`config.mk`:
```
export PLATFORM = sky130hd
export DESIGN_NAME = logo_scroll_ctrl
export DESIGN_NICKNAME = d
export VERILOG_FILES = /design/src/rtl/logo_scroll_ctrl.sv
export SDC_FILE = /design/constraint.sdc
export NUM_CORES = 1
export LEC_CHECK = 0
export ABC_AREA = 1
export CAP_MARGIN = 20
export CORE_MARGIN = 5
export CORE_UTILIZATION = 40
export DETAILED_ROUTE_END_ITERATION = 16
export GPL_ROUTABILITY_DRIVEN = 0
export GPL_TIMING_DRIVEN = 0
export SETUP_SLACK_MARGIN = 0.15
export SLEW_MARGIN = 20
export SYNTH_ARGS = -nofsm -noshare
export SYNTH_HDL_FRONTEND = slang
export SYNTH_SLANG_ARGS = --single-unit
```
`constraint.sdc`:
```
create_clock -name clk -period 1.63 [get_ports clk]
set_input_delay 0.2445 -clock clk [delete_from_list [all_inputs] [get_ports clk]]
set_output_delay 0.2445 -clock clk [all_outputs]
set_load 0.02 [all_outputs]
```
`src/rtl/logo_scroll_ctrl.sv`:
```
// logo_scroll_ctrl: frame-paced ping-pong horizontal offset for the logo painters.
// All motion is stepped on the vsync leading edge so updates land inside vertical blank.
module logo_scroll_ctrl #(
    parameter int   STEP            = 2,
    parameter int   DELT_MAX        = 100,
    parameter int   FRAMES_PER_STEP = 2,
    parameter int   DWELL_FRAMES    = 3,
    parameter logic VS_POL          = 1'b0
) (
    input  logic        clk,
    input  logic        rst,
    input  logic        vsync,
    input  logic        enable,
    input  logic        pause,
    output logic [10:0] delt,
    output logic        dir,
    output logic        step_pulse
);
    localparam int FW = FRAMES_PER_STEP > 1 ? $clog2(FRAMES_PER_STEP) : 1;
    localparam int DW = DWELL_FRAMES > 1 ? $clog2(DWELL_FRAMES) : 1;
    localparam logic [FW-1:0] FLAST = FW'(FRAMES_PER_STEP - 1);
    localparam logic [DW-1:0] DLAST = DW'(DWELL_FRAMES - 1);

    typedef enum logic [2:0] {IDLE, MOVE_R, DWELL_R, MOVE_L, DWELL_L} state_t;

    state_t        state_q, state_d;
    logic [10:0]   delt_q, delt_d;
    logic          dir_q, dir_d;
    logic          step_pulse_q, step_pulse_d;
    logic [FW-1:0] fcnt_q, fcnt_d;
    logic [DW-1:0] dcnt_q, dcnt_d;
    logic          vs_q;
    logic          tick;
    logic [11:0]   sum;

    assign tick = (vs_q != VS_POL) && (vsync == VS_POL);
    assign sum  = {1'b0, delt_q} + 12'(STEP);

    always_comb begin
        state_d      = state_q;
        delt_d       = delt_q;
        dir_d        = dir_q;
        fcnt_d       = fcnt_q;
        dcnt_d       = dcnt_q;
        step_pulse_d = 1'b0;
        if (!enable) begin
            state_d = IDLE;
            delt_d  = '0;
            dir_d   = 1'b0;
            fcnt_d  = '0;
            dcnt_d  = '0;
        end else if (!pause) begin
            case (state_q)
                IDLE: state_d = MOVE_R;
                MOVE_R: if (tick) begin
                    if (fcnt_q != FLAST) fcnt_d = fcnt_q + 1'b1;
                    else begin
                        fcnt_d       = '0;
                        step_pulse_d = 1'b1;
                        // Saturate so the right end is hit exactly even when STEP does not divide DELT_MAX.
                        if (sum >= 12'(DELT_MAX)) begin
                            delt_d  = 11'(DELT_MAX);
                            dir_d   = 1'b1;
                            state_d = DWELL_FRAMES == 0 ? MOVE_L : DWELL_R;
                        end else delt_d = sum[10:0];
                    end
                end
                MOVE_L: if (tick) begin
                    if (fcnt_q != FLAST) fcnt_d = fcnt_q + 1'b1;
                    else begin
                        fcnt_d       = '0;
                        step_pulse_d = 1'b1;
                        if (delt_q <= 11'(STEP)) begin
                            delt_d  = '0;
                            dir_d   = 1'b0;
                            state_d = DWELL_FRAMES == 0 ? MOVE_R : DWELL_L;
                        end else delt_d = delt_q - 11'(STEP);
                    end
                end
                DWELL_R, DWELL_L: if (tick) begin
                    if (dcnt_q == DLAST) begin
                        dcnt_d  = '0;
                        fcnt_d  = '0;
                        state_d = state_q == DWELL_R ? MOVE_L : MOVE_R;
                    end else dcnt_d = dcnt_q + 1'b1;
                end
                default: state_d = IDLE;
            endcase
        end
    end

    always_ff @(posedge clk or negedge rst) begin
        if (!rst) begin
            state_q      <= IDLE;
            delt_q       <= '0;
            dir_q        <= 1'b0;
            step_pulse_q <= 1'b0;
            fcnt_q       <= '0;
            dcnt_q       <= '0;
            vs_q         <= ~VS_POL;
        end else begin
            state_q      <= state_d;
            delt_q       <= delt_d;
            dir_q        <= dir_d;
            step_pulse_q <= step_pulse_d;
            fcnt_q       <= fcnt_d;
            dcnt_q       <= dcnt_d;
            vs_q         <= vsync;
        end
    end

    assign delt       = delt_q;
    assign dir        = dir_q;
    assign step_pulse = step_pulse_q;
endmodule

```
Word level (Yosys, flattened, before mapping)
Cells that the tools add are included.
Operators by class
  bitwise operators: 1
  mux-type cells: 47
  reductions and logical operators: 9
  equal/unequal tests: 19
  $lt $le $gt $ge: 2
  $add $sub $neg: 4
Operator list (count)
  $mux 11: 8
  $mux 3: 10
  $ne 3x3->1 const B: 8
  $pmux 11 s2: 1
  $mux 1: 19
  $add 11x2->12 const B: 1
  $ge 12x7->1 const B: 1
  $mux 2: 6
  $pmux 3 s4: 1
  $le 11x2->1 const B: 1
  $sub 11x2->11 const B: 1
  $reduce_and 9->1: 1
  $reduce_and 8->1: 1
  $eq 3x2->1 const B: 2
  $ne 3x2->1 const B: 2
  $reduce_and 6->1: 1
  $reduce_and 5->1: 1
  $ne 2x1->1 const B: 2
  $pmux 1 s2: 2
  $reduce_or 2->1: 2
  $eq 3x1->1 const B: 1
  $eq 3x3->1 const B: 1
  $logic_not 3->1: 1
  $ne 3x1->1 const B: 1
  other kinds (7): 7
Word-level totals
  bits of input ports: 5
  bits in registers: 20
  output and inout bits: 13
  logic and storage cells: 89

Depth between registers and ports, before layout
Gate-level depths: netlist (run 1).
  depth in word-level cells: 8
  depth in mapped cells: 13
  mapped depth without buffers: 13

Worst setup path after synthesis (run 1)
OpenSTA, ideal clock, no wires.
  path type: flip-flop to flip-flop
  start: register delt_q[1] (netlist: delt[1])
  end: register delt_q[2] (netlist: delt[2])
  clock period less this slack: 1.857 ns
  data required time: 1.510 ns
  path buffers: 0
  stages on the path, launching flop included: 13
  setup slack: -0.227 ns
  setup time: 0.120 ns
  arrival: 1.736 ns
  cell sequence: dfrtp_1 > ha_1 > nand3_1 > inv_1 > nand2_1 > nand2_1 > nand2_1 > nor2_2 > nand2_2 > nor2_4 > nand2_2 > o21ai_1 > nand2_1
Between the ends
  longest elaborated chain between the ends: 8
  elaborated cells on any way between the ends: 13
  classes of those cells: add/sub: 2; order compare: 2; mux: 9
Ends and longest elaborated chain
  start, declared: line 27  | logic [10:0] delt_q, delt_d;
  start signal, assigned: line 103  | delt_q <= delt_d;
  $add 11x2->12: line 37  | assign sum = {1'b0, delt_q} + 12'(STEP);
  $ge 12x7->1: line 61  | if (sum >= 12'(DELT_MAX)) begin
  $mux 11: line 61
  $mux 11: line 56  | if (fcnt_q != FLAST) fcnt_d = fcnt_q + 1'b1;
  $mux 11: line 55  | MOVE_R: if (tick) begin
  $pmux 11 s2 *: line 53  | case (state_q)
  $mux 11 *: line 52  | end else if (!pause) begin
  $mux 11 *: line 46  | if (!enable) begin
Mark *: on every way between the ends. The rest lies on a longest branch, timed or not. The select of a mux whose other input is x is not followed.
A chain may end at the register's enable or synchronous reset.

Final worst setup path (run 1)
  start: register delt_q[2] (netlist: delt[2])
  end: register state_q[2]
Between the ends
  longest elaborated chain between the ends: 4
  elaborated cells on any way between the ends: 6
  classes of those cells: add/sub: 1; order compare: 2; eq/ne: 2; reduce/logical: 1
Ends and longest elaborated chain
  $add 11x2->12: line 37
  $ge 12x7->1: line 61
  $ne 3x3->1 (no source line)
  $reduce_and 9->1 (no source line) *
  end signal, assigned: line 102  | state_q <= state_d;
  end, declared: line 26  | state_t state_q, state_d;
Mark *: on every way between the ends. The rest lies on a longest branch, timed or not.

==> impl_metrics.sql, run 1 <==
INSERT INTO impl_metrics (metric_group, metric, value, unit) VALUES
('pwr', 'cell_pwr_density', '1570', 'nW/um2'),
('worst_setup_path', 'critical_path.max_stage_delay', '0.45', 'ns'),
('detailed_routing', 'drt_pre_antenna_iters', '4', ''),
('timing', 'post-route-worst-setup-slack', '-0.156', 'ns'),
('pwr', 'total_leakage_power', '0.00109', 'uW'),
('detailed_routing', 'finalWirelength', '3950', 'um'),
('detailed_routing', 'detailroute.via_count', '1587', ''),
('worst_hold_path', 'worst_hold_path_type', 'primary input to flop', ''),
('global_routing', 'number_of_antenna_violations_at_the_first_check_in_global_routing', '0', ''),
('clock_tree', 'clock_insertion_delay_worst_skew', '0.26', 'ns'),
('worst_hold_path', 'hold_depth', '1', ''),
('layout', 'fin_nets', '281', ''),
('global_routing', 'maximum_number_of_pins_on_one_net_before_global_route_repair', '20', ''),
('timing', 'timing_max_transition_violations_final', '0', ''),
('place', 'place_worst_setup_slack', '-0.384', 'ns'),
('detailed_routing', 'drt-vias-per-instance', '4.96', ''),
('worst_setup_path', 'critPathRequiredTime', '1.82', 'ns'),
('synthesis', 'synth_seq_cells', '19', ''),
('synthesis', 'synth.cell_area', '1550', 'um2'),
('layout', 'area_growth', '41.3', '%'),
('worst_setup_path', 'r2r_setup_slack', '-0.16', 'ns'),
('die', 'placeableCoreArea', '3690', 'um2'),
('clock_tree', 'clock-sinks', '19', ''),
('global_routing', 'grt_remaining_overflow', '0', ''),
('flow_run', 'cap_violations', '0', ''),
('global_routing', 'grt_pass1_vias', '1525', ''),
('worst_setup_path', 'cp_data_arrival_time', '1.98', 'ns'),
('clock_tree', 'max-clock-path-buffers', '2', ''),
('worst_hold_path', 'whs_endpoint', 'vs_q$_DFF_PN1_', ''),
('worst_setup_path', 'r2r-start', 'delt[2]$_DFFE_PN0P_', ''),
('worst_setup_path', 'r2r.worst_path.cells', '13', ''),
('clock_tree', 'cts_made_buffers', '3', ''),
('worst_setup_path', 'endpoint_kind', 'flop', ''),
('layout', 'antenna_cells', '0', ''),
('place', 'place_hpwl', '2810', 'um'),
('place', 'port-buffer-count', '15', ''),
('timing', 'setup-tns-final', '-1.19', 'ns'),
('die', 'placement_rows', '22', ''),
('synthesis', 'synth-seq-area-share', '0.309', ''),
('global_routing', 'grt.total_usage', '0.156', ''),
('synthesis', 'synth_cells', '237', ''),
('worst_setup_path', 'critical_path.slowest_cell', 'sky130_fd_sc_hd__dfrtp_2', ''),
('timing', 'final_min_period_over_clock_period', '1.10', ''),
('worst_setup_path', 'crit_path_frequent_cell', 'sky130_fd_sc_hd__nand2_1', ''),
('timing', 'tightest_slew', '0.832', 'ns'),
('die', 'pin_count', '18', ''),
('pwr', 'clkPwrFrac', '0.096', ''),
('timing', 'setup_viol', '11', ''),
('clock_tree', 'clock_tree.root_cell', 'sky130_fd_sc_hd__clkbuf_8', ''),
('timing', 'hold_fails_final_rpt', '0', ''),
('die', 'die_area', '5210', 'um2'),
('clock_tree', 'cts_tree', 'yes', ''),
('timing', 'min_cycle_time_layout', '1.79', 'ns'),
('worst_setup_path', 'worst-setup-path-type', 'flop to flop', ''),
('run_status', 'status', 'finished, violations left', ''),
('clock_tree', 'clkTransAtPathRegs', '0.07', 'ns'),
('detailed_routing', 'dr.first_iter.drc_count', '107', ''),
('worst_setup_path', 'start_kind', 'flop', ''),
('pwr', 'combPwrFrac', '0.673', ''),
('worst_setup_path', 'crit_chain', 'ha_4, nand3_4, inv_2, nand2_1, nand2_1, nand2_2, nor2_4, nand2_2, nor2_4, nand3_4, nand2_4, nand2_1, nand2_1', ''),
('die', 'initial_core_util', '0.419', ''),
('pwr', 'total_power', '3420', 'uW'),
('synthesis', 'yosysUniqueCellTypes', '29', ''),
('pwr', 'power.ir.vdd_worst', '0.000669', 'V'),
('worst_setup_path', 'crit_path_max_fanout', '7', ''),
('global_routing', 'grt_first_pass_wirelength', '6590', 'um'),
('pwr', 'power.internal', '1730', 'uW'),
('die', 'die_width', '72.2', 'um'),
('run_status', 'failed_checks', 'negative setup slack', ''),
('layout', 'fin_util', '0.592', ''),
('die', 'die-height', '72.2', 'um');
==> power groups by stage <==
stage	Sequential, uW	Combinational [uW]	Clock [uW]
final	792	2300	328
after global routing	814	2570	352
after CTS	792	2040	337
after detailed placement	795	1730	0
after global placement	795	1730	0
after floorplan	873	1190	0
==> metal layers <==
layer	part of all wire	vias up	GRT usage	routed length, um
met5	0	-	0	0
met1	0.44	733	0.195	1760
met3	0.022	6	0.0222	87
li1	-	823	-	-
met2	0.52	25	0.269	2050
met4	0.015	0	0.0585	59
==> timing repair <==
item / 4_1_cts / 5_1_grt
pin swaps: 17 / 20
buffers inserted: 11 / 5
setup endpoints to repair: 25 / 21
gates resized for setup: 57 / 30
cloned: 0 / 0
hold buffers: 0 / 0
==> layout by cell type (no fill, tap or decap), types with 2 or more instances in the layout <==
cell,n
sky130_fd_sc_hd__dlygate4sd2_1,9
sky130_fd_sc_hd__buf_4,17
sky130_fd_sc_hd__inv_4,2
sky130_fd_sc_hd__nand3_2,3
sky130_fd_sc_hd__nand2_2,17
sky130_fd_sc_hd__nor3_2,3
sky130_fd_sc_hd__nor2_4,7
sky130_fd_sc_hd__o21ai_1,5
sky130_fd_sc_hd__nand2_4,4
sky130_fd_sc_hd__a21oi_1,10
sky130_fd_sc_hd__inv_2,10
sky130_fd_sc_hd__nand3_1,17
sky130_fd_sc_hd__o21ai_0,6
sky130_fd_sc_hd__nor3_1,3
sky130_fd_sc_hd__inv_1,24
sky130_fd_sc_hd__dfrtp_1,10
sky130_fd_sc_hd__nand3_4,3
sky130_fd_sc_hd__nand4_1,6
sky130_fd_sc_hd__dfrtp_2,8
sky130_fd_sc_hd__clkdlybuf4s50_1,3
sky130_fd_sc_hd__nor2_2,3
sky130_fd_sc_hd__a21oi_2,5
sky130_fd_sc_hd__dlymetal6s2s_1,3
sky130_fd_sc_hd__clkbuf_8,3
sky130_fd_sc_hd__nor2_1,17
sky130_fd_sc_hd__buf_6,4
sky130_fd_sc_hd__xor2_1,7
sky130_fd_sc_hd__nand2_1,47
==> synth_stat cells <==
library cell              instances  share of area
sky130_fd_sc_hd__nand2_1         65           0.16
sky130_fd_sc_hd__inv_1           32          0.078
sky130_fd_sc_hd__nor2_1          22          0.053
sky130_fd_sc_hd__nand3_1         21          0.068
sky130_fd_sc_hd__dfrtp_1         18           0.29
sky130_fd_sc_hd__a21oi_1         14          0.045
sky130_fd_sc_hd__o21ai_0         11          0.036
sky130_fd_sc_hd__xor2_1           7          0.040
sky130_fd_sc_hd__nand4_1          6          0.024
sky130_fd_sc_hd__nor3_1           6          0.019
sky130_fd_sc_hd__buf_4            4          0.019
sky130_fd_sc_hd__inv_2            4         0.0097
sky130_fd_sc_hd__ha_1             3          0.024
sky130_fd_sc_hd__nand2_2          3          0.012
sky130_fd_sc_hd__nor2_2           3          0.012
sky130_fd_sc_hd__a21oi_2          2          0.011
sky130_fd_sc_hd__buf_2            2         0.0065
sky130_fd_sc_hd__nor2_4           2          0.015
sky130_fd_sc_hd__o21ai_1          2         0.0065
sky130_fd_sc_hd__conb_1           1         0.0024
sky130_fd_sc_hd__dfstp_2          1          0.017
sky130_fd_sc_hd__nand3_2          1         0.0065
sky130_fd_sc_hd__nand3_4          1          0.011
sky130_fd_sc_hd__nand4_2          1         0.0081
sky130_fd_sc_hd__nor3_2           1         0.0065
sky130_fd_sc_hd__nor4_1           1         0.0041
sky130_fd_sc_hd__o31ai_1          1         0.0049
sky130_fd_sc_hd__or2_2            1         0.0041
sky130_fd_sc_hd__xnor2_1          1         0.0057
==> flip-flops by register name (all words and copies together), names as in the netlist <==
register,count
delt,10
state_q,3
dcnt_q,2
fcnt_q,1
step_pulse,1
dir,1
vs_q,1
==> worst max-delay path, delay by kind of cell (launching register included) <==
kind,cells,cell delay [ns]
flops,1,0.45
buf+inv,1,0.06
simple gates,11,1.01
fa+ha+maj,1,0.19
==> logic make-up after synthesis <==
family | Yosys count | share of synthesized area
XOR/XNOR | 8 | 0.0453
buffers and inverters | 42 | 0.113
other | 1 | 0.00243
AO/OA/AOI/OAI | 30 | 0.104
adder cells (fa/ha/maj) | 3 | 0.0243
flip-flops | 19 | 0.309
AND/OR/NAND/NOR | 134 | 0.402
==> layout make-up <==
cell class	instances	area, um2	area share
clock buffer	4	45.0	0.0206
buffer	6	50.0	0.0229
timing repair buffer	31	274	0.126
multi-input combinational	176	1130	0.516
tap	48	60.1	0.0275
sequential	19	487	0.223
inverter	36	140	0.0642
==> per-stage QoR <==
step | instances | hold WS (ns) | area [um2]
final | 320 | 0.245 | 2180
after detailed placement | 300 | 0.471 | 1780
after global placement | 300 | 0.476 | 1780
after floorplan | 237 | -0.0511 | 1570
after CTS | 315 | 0.240 | 2060
after global routing | 320 | 0.237 | 2180
==> worst max-delay path by stage <==
stage / start / end / slack, ns / depth (start not counted)
floorplan: delt[1]$_DFFE_PN0P_ / delt[1]$_DFFE_PN0P_ / -0.04 / 13
global placement: vsync / delt[6]$_DFFE_PN0P_ / -0.36 / 12
detailed placement: vsync / delt[6]$_DFFE_PN0P_ / -0.38 / 12
CTS: delt[2]$_DFFE_PN0P_ / delt[3]$_DFFE_PN0P_ / -0.15 / 13
global route: delt[3]$_DFFE_PN0P_ / state_q[1]$_DFFE_PN0P_ / -0.29 / 12
finish: delt[2]$_DFFE_PN0P_ / state_q[2]$_DFFE_PN0P_ / -0.16 / 13
(Power assumes the default switching activity.)
==> run 2, diff against run 1 <==
- clock period: 1.63 -> 2.2 ns (I/O delays scaled with it)
==> run 2 against run 1 <==
Compared with the run above: the flow now finishes without violations; critical endpoint is now state_q[0]$_DFFE_PN0P_; largest cell class unchanged; clock-buffer cell count fell by 1; routed wire length is 7.0% lower; critical path depth unchanged; register-to-register slack better by 0.50 ns; sequential cell count unchanged.
==> impl_metrics.sql, run 2 (synthesis results as in run 1) <==
INSERT INTO impl_metrics (metric_group, metric, value, unit) VALUES
('timing', 'rsz0062_at_grt', 'false', ''),
('pwr', 'power_switching', '1040', 'uW'),
('die', 'placement_rows', '22', ''),
('layout', 'fillCellCount', '390', ''),
('global_routing', 'grt_remaining_overflow', '0', ''),
('layout', 'largest_reg_flops', '10', ''),
('timing', 'setup-tns-final', '0', 'ns'),
('timing', 'min_cycle_time_layout', '1.85', 'ns'),
('layout', 'drive_gt1_frac', '0.132', ''),
('clock_tree', 'max-clock-path-buffers', '2', ''),
('worst_setup_path', 'endpoint_kind', 'flop', ''),
('layout', 'antenna_cells', '0', ''),
('timing', 'post-route-worst-setup-slack', '0.348', 'ns'),
('clock_tree', 'cts_tree', 'yes', ''),
('timing', 'clock.fmax', '540', 'MHz'),
('worst_setup_path', 'critical_path.max_stage_delay', '0.46', 'ns'),
('timing', 'final_min_period_over_clock_period', '0.842', ''),
('worst_setup_path', 'cp-startpoint', 'delt[1]$_DFFE_PN0P_', ''),
('pwr', 'share_seq_of_total_power', '0.266', ''),
('worst_setup_path', 'r2r-start', 'delt[1]$_DFFE_PN0P_', ''),
('global_routing', 'number_of_antenna_violations_at_the_first_check_in_global_routing', '0', ''),
('worst_setup_path', 'worst-setup-path-type', 'flop to flop', ''),
('global_routing', 'grt_first_pass_wirelength', '6480', 'um'),
('clock_tree', 'h-tree-depth', '1', ''),
('pwr', 'sw_frac_of_total', '0.492', ''),
('die', 'pin_count', '18', ''),
('worst_setup_path', 'r2r_setup_slack', '0.35', 'ns'),
('place', 'port-buffer-count', '15', ''),
('worst_setup_path', 'crit_chain', 'ha_1, nand2_1, inv_1, nand2_1, nand2_1, inv_1, nand3_1, nor2_1, nand4_2, nand3_4, nand2_2, nand2_1, nand2_1', ''),
('detailed_routing', 'remaining_number_of_nets_flagged_by_the_antenna_check_after_routing', '0', ''),
('global_routing', 'grt_pass1_vias', '1521', ''),
('worst_setup_path', 'crit_path_max_fanout', '6', ''),
('detailed_routing', 'dr.first_iter.drc_count', '114', ''),
('worst_setup_path', 'crit_path_frequent_cell', 'sky130_fd_sc_hd__nand2_1', ''),
('detailed_routing', 'drt-vias-per-instance', '5.10', ''),
('die', 'placeableCoreArea', '3690', 'um2'),
('layout', 'most-common-layout-cells', '65 x sky130_fd_sc_hd__nand2_1, 32 x sky130_fd_sc_hd__inv_1, 22 x sky130_fd_sc_hd__nor2_1, 21 x sky130_fd_sc_hd__nand3_1, 16 x sky130_fd_sc_hd__dfrtp_1', ''),
('pwr', 'combPwrFrac', '0.617', ''),
('worst_setup_path', 'r2r.worst_path.cells', '13', ''),
('place', 'place_worst_setup_slack', '0.123', 'ns'),
('clock_tree', 'clock-sinks', '19', ''),
('die', 'die_width', '72.2', 'um'),
('worst_setup_path', 'critPathRequiredTime', '2.35', 'ns'),
('worst_setup_path', 'cp-endpoint', 'state_q[0]$_DFFE_PN0P_', ''),
('pwr', 'total_power', '2120', 'uW'),
('worst_hold_path', 'worst_hold_path_type', 'primary input to flop', ''),
('layout', 'layout_commonest_cell', 'sky130_fd_sc_hd__nand2_1', ''),
('timing', 'timing_max_transition_violations_final', '0', ''),
('pwr', 'power.ir.vdd_worst', '0.000504', 'V'),
('layout', 'fin_nets', '267', ''),
('flow_run', 'cap_violations', '0', ''),
('die', 'initial_core_util', '0.419', ''),
('detailed_routing', 'drc_viols', '0', ''),
('global_routing', 'grt.total_usage', '0.152', ''),
('timing', 'clock-skew-final', '0.00493', 'ns'),
('detailed_routing', 'drt_pre_antenna_iters', '4', ''),
('pwr', 'clkPwrFrac', '0.117', ''),
('worst_setup_path', 'start_kind', 'flop', ''),
('worst_setup_path', 'ff_to_ff_end', 'state_q[0]$_DFFE_PN0P_', ''),
('layout', 'area_growth', '18.5', '%'),
('clock_tree', 'cts_made_buffers', '3', ''),
('timing', 'setup_viol', '0', ''),
('run_status', 'status', 'completed', ''),
('pwr', 'cell_pwr_density', '1160', 'nW/um2'),
('die', 'die_area', '5210', 'um2'),
('timing', 'max_slew_margin', '0.420', ''),
('clock_tree', 'clock_insertion_delay_worst_skew', '0.26', 'ns'),
('place', 'place_hpwl', '2860', 'um'),
('clock_tree', 'clkTransAtPathRegs', '0.08', 'ns'),
('timing', 'tightest_slew', '0.867', 'ns'),
('clock_tree', 'clock_tree.root_cell', 'sky130_fd_sc_hd__clkbuf_8', ''),
('pwr', 'power.internal', '1080', 'uW'),
('pwr', 'total_leakage_power', '0.000931', 'uW'),
('worst_setup_path', 'cp_data_arrival_time', '2.00', 'ns'),
('global_routing', 'maximum_number_of_pins_on_one_net_before_global_route_repair', '20', ''),
('detailed_routing', 'detailroute.via_count', '1561', ''),
('layout', 'fin_util', '0.496', ''),
('detailed_routing', 'detail_route.wl_per_cell', '12.0', 'um'),
('timing', 'hold_fails_final_rpt', '0', ''),
('die', 'die-height', '72.2', 'um'),
('detailed_routing', 'finalWirelength', '3680', 'um'),
('clock_tree', 'post_cts_hold_buffer_count', '0', ''),
('worst_setup_path', 'critical_path.slowest_cell', 'sky130_fd_sc_hd__dfrtp_2', '');
==> run 2: cell count changes in the layout (fill, tap and decap cells not counted), sizes merged <==
cell           delta
buf              -14
clkinv            +1
clkbuf            -1
clkdlybuf4s50    +12
dlymetal6s2s      -3
dlygate4sd2       -9
==> run 2: through the flow <==
| stage | std cells | hold WS, ns | area (um2) |
|---|---|---|---|
| after detailed placement | 300 | 0.470 | 1760 |
| final | 306 | 0.406 | 1830 |
| after CTS | 304 | 0.401 | 1800 |
| after global routing | 306 | 0.444 | 1830 |
| after global placement | 300 | 0.466 | 1760 |
| after floorplan | 237 | 0.0344 | 1550 |
==> run 2: worst min-delay path by stage <==
stage / start / end / cells after the start
3_5_place_dp: dir$_DFFE_PN0P_ / dir$_DFFE_PN0P_ / 2
2_1_floorplan: rst / dcnt_q[0]$_DFFE_PN0P_ / 0
4_1_cts: enable / fcnt_q$_DFFE_PN0P_ / 3
5_1_grt: enable / dcnt_q[1]$_DFFE_PN0P_ / 3
6_report: enable / dcnt_q[0]$_DFFE_PN0P_ / 3
3_3_place_gp: dir$_DFFE_PN0P_ / dir$_DFFE_PN0P_ / 2
==> run 2: timing repair <==
action,CTS,global route
resized for setup,1,3
hold endpoints to repair,0,0
pin swaps,0,1
endpoints found under the setup margin,1,10
buffers inserted,0,2
==> run 2: cell type report <==
cell class	count	area (um2)	share of cell area
multi-input cells	176	905	0.494
repair buffers	17	165	0.0902
plain buffers	6	40.0	0.0219
inverters	36	135	0.0738
clock inverters	1	5.00	0.00273
clock buffers	3	41.3	0.0226
well taps	48	60.1	0.0328
flip-flops and latches	19	479	0.262
==> run 2: layer usage <==
metal,vias up,track usage,part of all wire,routed length (um)
li1,799,-,-,-
met1,731,0.194,0.46,1690
met2,26,0.268,0.50,1850
met3,5,0.0180,0.026,94
met4,0,0.0438,0.0098,36
met5,-,0,0,0
==> run 2: critical path: cells and delay by family, from the launching register on <==
family | cells | cell delay (ns)
buffers and inverters | 2 | 0.10
DFF | 1 | 0.46
and+or+nand+nor | 10 | 0.93
adders and majority gates | 1 | 0.25
==> run 2: power groups by stage <==
| stage | combinational [uW] | sequential, uW | clock [uW] |
|---|---|---|---|
| floorplan | 867 | 627 | 0 |
| global placement | 1260 | 573 | 0 |
| detailed placement | 1270 | 575 | 0 |
| CTS | 1280 | 568 | 259 |
| global route | 1490 | 580 | 276 |
| finish | 1310 | 563 | 248 |
